## src/rtl/stream_min_max_pkg.sv

```systemverilog
// Shared definitions for the streaming min/max reduction block.
package stream_min_max_pkg;

  localparam int unsigned DEFAULT_INPUT_BIT_WIDTH = 8;
  localparam int unsigned DEFAULT_COUNT_WIDTH     = 16;

  typedef enum logic {
    ACCUM = 1'b0,
    HOLD  = 1'b1
  } state_t;

endpackage

```

## src/rtl/stream_min_max_step.sv

```systemverilog
// One reduction step: folds a new sample into the running min/max.
module min_max_step
  import stream_min_max_pkg::*;
#(
  parameter int unsigned W = DEFAULT_INPUT_BIT_WIDTH
) (
  input  logic [W-1:0] i_min,
  input  logic [W-1:0] i_max,
  input  logic [W-1:0] i_sample,
  input  logic         i_first,
  output logic [W-1:0] o_min,
  output logic [W-1:0] o_max
);

  // First sample seeds both bounds; later samples replace a bound only on a strict win.
  always_comb begin
    o_min = i_min;
    o_max = i_max;
    if (i_first) begin
      o_min = i_sample;
      o_max = i_sample;
    end else begin
      if (i_sample < i_min) o_min = i_sample;
      if (i_sample > i_max) o_max = i_sample;
    end
  end

endmodule

```

## src/rtl/stream_min_max.sv

```systemverilog
// Streaming min/max/count reduction over valid/ready framed input,
// one registered result word per frame.
module stream_min_max
  import stream_min_max_pkg::*;
#(
  parameter int unsigned INPUT_BIT_WIDTH = DEFAULT_INPUT_BIT_WIDTH,
  parameter int unsigned COUNT_WIDTH     = DEFAULT_COUNT_WIDTH
) (
  input  logic                       Clk,
  input  logic                       Rst_n,
  input  logic                       InValid,
  output logic                       InReady,
  input  logic [INPUT_BIT_WIDTH-1:0] InData,
  input  logic                       InLast,
  output logic                       OutValid,
  input  logic                       OutReady,
  output logic [INPUT_BIT_WIDTH-1:0] Min,
  output logic [INPUT_BIT_WIDTH-1:0] Max,
  output logic [COUNT_WIDTH-1:0]     Count
);

  state_t                     r_state;
  logic                       r_first;
  logic [INPUT_BIT_WIDTH-1:0] r_min;
  logic [INPUT_BIT_WIDTH-1:0] r_max;
  logic [COUNT_WIDTH-1:0]     r_count;

  state_t                     w_state_nxt;
  logic                       w_first_nxt;
  logic [INPUT_BIT_WIDTH-1:0] w_min_nxt;
  logic [INPUT_BIT_WIDTH-1:0] w_max_nxt;
  logic [COUNT_WIDTH-1:0]     w_count_nxt;
  logic [INPUT_BIT_WIDTH-1:0] w_step_min;
  logic [INPUT_BIT_WIDTH-1:0] w_step_max;

  min_max_step #(
    .W (INPUT_BIT_WIDTH)
  ) u_step (
    .i_min    (r_min),
    .i_max    (r_max),
    .i_sample (InData),
    .i_first  (r_first),
    .o_min    (w_step_min),
    .o_max    (w_step_max)
  );

  // State and datapath registers with synchronous active-low reset.
  always_ff @(posedge Clk) begin
    if (!Rst_n) begin
      r_state <= ACCUM;
      r_first <= 1'b1;
      r_min   <= '0;
      r_max   <= '0;
      r_count <= '0;
    end else begin
      r_state <= w_state_nxt;
      r_first <= w_first_nxt;
      r_min   <= w_min_nxt;
      r_max   <= w_max_nxt;
      r_count <= w_count_nxt;
    end
  end

  // Next-state, accumulation and handshake outputs; both ready/valid derive from state only.
  always_comb begin
    w_state_nxt = r_state;
    w_first_nxt = r_first;
    w_min_nxt   = r_min;
    w_max_nxt   = r_max;
    w_count_nxt = r_count;
    InReady     = 1'b0;
    OutValid    = 1'b0;
    unique case (r_state)
      ACCUM: begin
        InReady = 1'b1;
        if (InValid) begin
          w_min_nxt   = w_step_min;
          w_max_nxt   = w_step_max;
          w_first_nxt = 1'b0;
          if (r_first) begin
            w_count_nxt = COUNT_WIDTH'(1);
          end else if (r_count != '1) begin
            w_count_nxt = r_count + COUNT_WIDTH'(1);
          end
          if (InLast) w_state_nxt = HOLD;
        end
      end
      HOLD: begin
        OutValid = 1'b1;
        if (OutReady) begin
          w_state_nxt = ACCUM;
          w_first_nxt = 1'b1;
        end
      end
      default: begin
        w_state_nxt = ACCUM;
      end
    endcase
  end

  assign Min   = r_min;
  assign Max   = r_max;
  assign Count = r_count;

endmodule
```

## config.mk

```make
export PLATFORM = sky130hd
export DESIGN_NAME = stream_min_max
export DESIGN_NICKNAME = d
export VERILOG_FILES = /design/src/rtl/stream_min_max_pkg.sv /design/src/rtl/stream_min_max_step.sv /design/src/rtl/stream_min_max.sv
export SDC_FILE = /design/constraint.sdc
export NUM_CORES = 1
export LEC_CHECK = 0
export BUFFER_PORTS_ARGS = -buffer_cell sky130_fd_sc_hd__buf_4
export CORE_MARGIN = 3
export CORE_UTILIZATION = 57
export CTS_CLUSTER_DIAMETER = 80
export CTS_CLUSTER_SIZE = 28
export DETAILED_ROUTE_END_ITERATION = 12
export PLACE_DENSITY = 0.87
export SYNTH_ARGS = -nofsm -noshare
export SYNTH_HDL_FRONTEND = slang
export SYNTH_SLANG_ARGS = --single-unit
```

## constraint.sdc

```tcl
create_clock -name Clk -period 3.3 [get_ports Clk]
set_input_delay 0.33 -clock Clk [delete_from_list [all_inputs] [get_ports Clk]]
set_output_delay 0.33 -clock Clk [all_outputs]
set_load 0.005 [all_outputs]
```

==> impl_metrics.env, run 1 <==
export IMPL_setup_viol=0
export IMPL_synthCells=218
export IMPL_postRouteAntennaNets=0
export IMPL_floorplan_initialDensity=0.617
export IMPL_slew_headroom=0.462
export IMPL_reg2reg_depth=6
export IMPL_synth_distinct_cells=43
export IMPL_die_area_um2=4180
export IMPL_n_fill_cell=246
export IMPL_htreeDepth=2
export IMPL_setup_slack_ps=1180
export IMPL_cts_buffers=5
export IMPL_synth_seq_cells=34
export IMPL_gr_total_overflow=0
export IMPL_drtPass1Iterations=6
export IMPL_gp_routability_congestion=0.809
export IMPL_status="finished clean"
export IMPL_crit_start="Count[0]"
export IMPL_cts_tree="built"
export IMPL_yosysMostFrequentCell="nand2_1"
export IMPL_clk_path_buf_depth=2
export IMPL_peakVddDrop_mv=0.244
export IMPL_post_place_ws_ps=1140
export IMPL_synth_common_cells="nand2_1, dfxtp_1, inv_1"
export IMPL_critPathMaxFanout=13
export IMPL_worstReg2RegStart="Count[0]"
export IMPL_fin_crit_ps=2120
export IMPL_seq_area_um2=681
export IMPL_syn_cell_area_um2=1960
export IMPL_worst_pin_slew_ps=801
export IMPL_diodes=0
export IMPL_synth_area_leader_cell="dfxtp_1"
export IMPL_grt_usage=0.218
export IMPL_worstSetupPathType="flip-flop to flip-flop"
export IMPL_rsz0062_at_grt="false"
export IMPL_die_w_um=64.7
export IMPL_fin_skew_ps=5.43
export IMPL_drive_gt1_frac=0.247
export IMPL_drv_slew=0
export IMPL_finish_net_count=292
export IMPL_grt_pass1_wl_um=7090
export IMPL_multiInputGateArea_um2=1160
export IMPL_fin_setup_tns_ps=0
export IMPL_startpoint_type="flip-flop"
export IMPL_syn_area_per_cell_um2=8.99
export IMPL_synth_edf_count=0
export IMPL_cts_resized=0
export IMPL_cts_root_buf="clkbuf_4"
export IMPL_synthTopCellsByArea="dfxtp_1, ha_1, mux2i_1, nand2_1, xnor2_1"
export IMPL_syn2layout_area_growth_pct=20.5
export IMPL_grt_max_degree=30
export IMPL_r2r_end="Count[0]"
export IMPL_total_power_uw=831
export IMPL_hp_class="input port to flip-flop"
export IMPL_clkTransAtPathRegs_ps=100
export IMPL_pin_count=47
export IMPL_finalCritPeriodShare=0.643
export IMPL_dp_hpwl_um=3190
export IMPL_drtIter0Drc=166
export IMPL_postSynthNetCount=247
export IMPL_clock_sinks=34
export IMPL_maxCapViolations=0
export IMPL_portBuffers=46
export IMPL_vias=1658
export IMPL_required_ps=3580
export IMPL_wire_per_inst_um=13.5
export IMPL_p_leak_uw=0.00101
export IMPL_rows=20
export IMPL_yosysWarnings=0
export IMPL_endpoint_kind="flip-flop"
export IMPL_post_cts_buffers=0
export IMPL_viasPerCell=5.40
export IMPL_hold_viol_final=0
export IMPL_drc=0
export IMPL_clock_latency_ps=340
export IMPL_ys_seq_area_frac=0.347
export IMPL_core_um2=3180
export IMPL_synth_top_area_frac=0.347
export IMPL_reg2reg_slack_ps=1180
export IMPL_synthArstFlopShare=0
export IMPL_endpoint="Count[0]"
export IMPL_power_density_nw_per_um2=352
export IMPL_synth_main_ff_cell="dfxtp_1"
export IMPL_wirelength_um=4140
export IMPL_arrival_ps=2400
export IMPL_ctsHoldBuffers=0
export IMPL_antenna_found_initial=0
export IMPL_grt_pass1_vias=1600
export IMPL_max_freq_mhz=471
export IMPL_die_y_um=64.7
[per-layer routing]
metal,vias up,global-route usage,share of wire
met5,-,0,0
met4,0,0.106,0.024
met3,11,0.0433,0.056
met2,46,0.360,0.46
met1,760,0.271,0.46
li1,841,-,-
[per-stage QoR]
step                instances  area (µm²)  hold slack, ps  utilization
finish                    307        2360             272        0.743
global route              307        2360             264        0.743
CTS                       307        2360             266        0.743
detailed placement        300        2310             468        0.728
global placement          300        2310             462        0.728
floorplan                 218        1960             464            -
[where the power goes]
part           total [µW]  switching, µW  internal (µW)
logic                 166           83.6           82.6
registers             449           19.7            430
clock network         216            139           76.5
total                 831            242            589
[flip-flops by register name (all words and copies together) (netlist names)]
register and flops:
Min 8, Count 16, r_first 1, Max 8, r_state 1
[placed cells by master (no fill, tap or decap), types with 2 or more instances in the layout]
cell	n
and4_1	2
a21oi_1	7
dfxtp_1	34
mux2i_1	16
nor3b_2	2
inv_1	19
nand2_1	38
ha_1	16
clkbuf_4	5
and3_1	4
xnor2_1	13
nor4_1	2
a21o_1	2
nand3_1	4
a211o_1	2
clkinv_2	2
a211oi_1	6
buf_4	46
nor2_1	16
nand4_1	3
nor3_1	3
[worst max-delay path: stages (launching register included)]
cell and delay (ps):
dfxtp_1 430, ha_1 210, nand4_1 160, nor4_4 640
a21oi_1 230, and3b_1 250, nor3b_2 140
[cells by family after synthesis]
| kind of cell | after synthesis | synth area share |
|---|---|---|
| fa+ha+maj | 16 | 0.102 |
| compound gates | 29 | 0.130 |
| flops | 34 | 0.347 |
| simple gates | 83 | 0.221 |
| mux | 16 | 0.0817 |
| xor+xnor | 13 | 0.0581 |
| buf+inv | 27 | 0.0600 |
[worst min-delay path by stage]
stage | start | end | cells past startpoint
2_1_floorplan | Min[1] | Min[1] | 2
3_3_place_gp | Min[3] | Min[3] | 2
3_5_place_dp | Min[1] | Min[1] | 2
4_1_cts | OutReady | r_first | 3
5_1_grt | OutReady | r_first | 3
6_report | InData[6] | Max[6] | 3
[area by class of cell]
type | count | area share
multi-input cells | 157 | 0.492
flip-flops and latches | 34 | 0.288
repair buffers | 46 | 0.146
inverters | 19 | 0.0302
well taps | 44 | 0.0233
clock buffers | 5 | 0.0159
clock inverters | 2 | 0.00424
No activity file was read; power rests on OpenSTA's default activity.
==> run 2: changes to the inputs <==
Settings changed: CORE_UTILIZATION 57 to 53, PLACE_DENSITY 0.87 to 0.82.
Clock period 3.3 ns to 2.07 ns, I/O delays scaled along.
==> run 2 against run 1 <==
Compared with the run above:
- sequential share of layout area down 1.2 points
- non-clock buffer count up 5
- wire length up 4.3%
- first-iteration DRC count down 31%
- clock power rose to 2.9 times the previous value
- via count up 1.6%
- cell count up 2.3%
==> impl_metrics.env, run 2 (synthesized netlist as in run 1, its figures left out) <==
export IMPL_drtIter0Drc=115
export IMPL_die_w_um=66.8
export IMPL_cts_root_buf="clkbuf_8"
export IMPL_peakVddDrop_mv=0.406
export IMPL_max_freq_mhz=501
export IMPL_floorplan_initialDensity=0.570
export IMPL_gr_total_overflow=0
export IMPL_htreeDepth=2
export IMPL_rsz0062_at_grt="false"
export IMPL_post_cts_buffers=0
export IMPL_fin_skew_ps=4.34
export IMPL_pin_count=47
export IMPL_combPwrFrac=0.172
export IMPL_startpoint_type="flip-flop"
export IMPL_drv_slew=0
export IMPL_internal_power_uw=1210
export IMPL_clock_latency_ps=290
export IMPL_final_common_cell="buf_4"
export IMPL_pwr_share_clk=0.386
export IMPL_grt_pass1_vias=1689
export IMPL_power_switching_uw=409
export IMPL_dp_cells=307
export IMPL_fin_hold_ws_ps=218
export IMPL_gp_routability_congestion=0.759
export IMPL_grt_pass1_wl_um=7400
export IMPL_clock_sinks=34
export IMPL_viasPerCell=5.36
export IMPL_status="finished clean"
export IMPL_largest_reg_flops=16
export IMPL_drtPass1Iterations=4
export IMPL_final_cells=314
export IMPL_utilization=0.717
export IMPL_hp_class="input port to flip-flop"
export IMPL_cts_tree="built"
export IMPL_required_ps=2280
export IMPL_arrival_ps=2210
export IMPL_clkTransAtPathRegs_ps=70
export IMPL_portBuffers=46
export IMPL_crit_path_max_incr_delay_ps=360
export IMPL_cts_buffers=5
export IMPL_die_y_um=66.8
export IMPL_worst_path_most_repeated_cell="a211o_1"
export IMPL_switching_share=0.252
export IMPL_crit_start="Max[7]"
export IMPL_die_area_um2=4460
export IMPL_vias=1684
export IMPL_endpoint_kind="flip-flop"
export IMPL_worstSetupPathType="flip-flop to flip-flop"
export IMPL_cp_slowest_cell="dfxtp_1"
export IMPL_fin_setup_tns_ps=0
export IMPL_drc=0
export IMPL_core_um2=3440
export IMPL_grt_usage=0.215
export IMPL_grt_max_degree=30
export IMPL_dp_hpwl_um=3240
export IMPL_power_density_nw_per_um2=657
export IMPL_finalCritPeriodShare=0.964
export IMPL_diodes=0
export IMPL_clk_path_buf_depth=2
export IMPL_ctsHoldBuffers=0
export IMPL_mostFrequentLayoutCells="buf_4, nand2_1, dfxtp_1, inv_1"
export IMPL_postRouteAntennaNets=0
export IMPL_p_leak_uw=0.00106
export IMPL_hold_viol_final=0
export IMPL_setup_viol=0
export IMPL_seq_power_share=0.442
export IMPL_rows=21
export IMPL_critPathMaxFanout=4
export IMPL_min_from="InData[0]"
export IMPL_finish_net_count=297
export IMPL_fin_crit_ps=2000
export IMPL_total_power_uw=1620
export IMPL_worstReg2RegStart="Max[7]"
export IMPL_crit_path_cell_trace="inv_1 -> ha_1 -> a211o_1 -> a31oi_1 -> o211a_1 -> a211o_1 -> buf_4 -> mux2i_1"
export IMPL_maxCapViolations=0
export IMPL_worst_pin_slew_ps=483
export IMPL_antenna_found_initial=0
export IMPL_wire_per_inst_um=13.7
export IMPL_syn2layout_area_growth_pct=25.8
export IMPL_drive_gt1_frac=0.261
export IMPL_cts_resized=0
export IMPL_slew_headroom=0.677
export IMPL_reg2reg_slack_ps=70
export IMPL_wirelength_um=4320
## run 2: final cells by class
type / count / area (µm²)
timing repair buffer: 51 / 383
fill: 280 / 975
inverter: 19 / 71.3
tap: 46 / 57.6
clock inverter: 1 / 30.0
clock buffer: 6 / 82.6
multi-input combinational: 157 / 1160
sequential: 34 / 681
## run 2: power groups by stage
stage / combinational (µW) / sequential (µW) / clock, µW
detailed placement: 279 / 731 / 0
CTS: 282 / 717 / 632
global route: 309 / 722 / 662
floorplan: 169 / 724 / 0
finish: 279 / 717 / 625
global placement: 272 / 729 / 0
## run 2: worst max-delay path: cells and delay by family (launching register included)
kind / cells / cell delay [ps]
AOI/OAI and AO/OA: 4 / 810
muxes: 1 / 200
adders and majority gates: 1 / 310
DFF: 1 / 360
buffers and inverters: 2 / 240
## run 2: worst paths after layout
check | endpoint | depth (start not counted)
min | Max[0] | 3
min reg2reg | Min[2] | 2
max reg2reg | Max[6] | 8
max | Max[6] | 8
## run 2: metrics by stage
| step | cell area [µm²] | worst slack [ps] |
|---|---|---|
| 6_report | 2470 | 74.2 |
| 5_1_grt | 2470 | 2.93 |
| 4_1_cts | 2470 | 86.2 |
| 3_5_place_dp | 2350 | 141 |
| 3_3_place_gp | 2350 | 219 |
| 2_1_floorplan | 1960 | 304 |
## run 2: metal layers
layer | vias to the layer above | GRT usage | part of all wire
met5 | - | 0 | 0
met4 | 0 | 0.0939 | 0.010
met3 | 4 | 0.0455 | 0.063
met2 | 47 | 0.351 | 0.46
met1 | 784 | 0.271 | 0.46
li1 | 849 | - | -
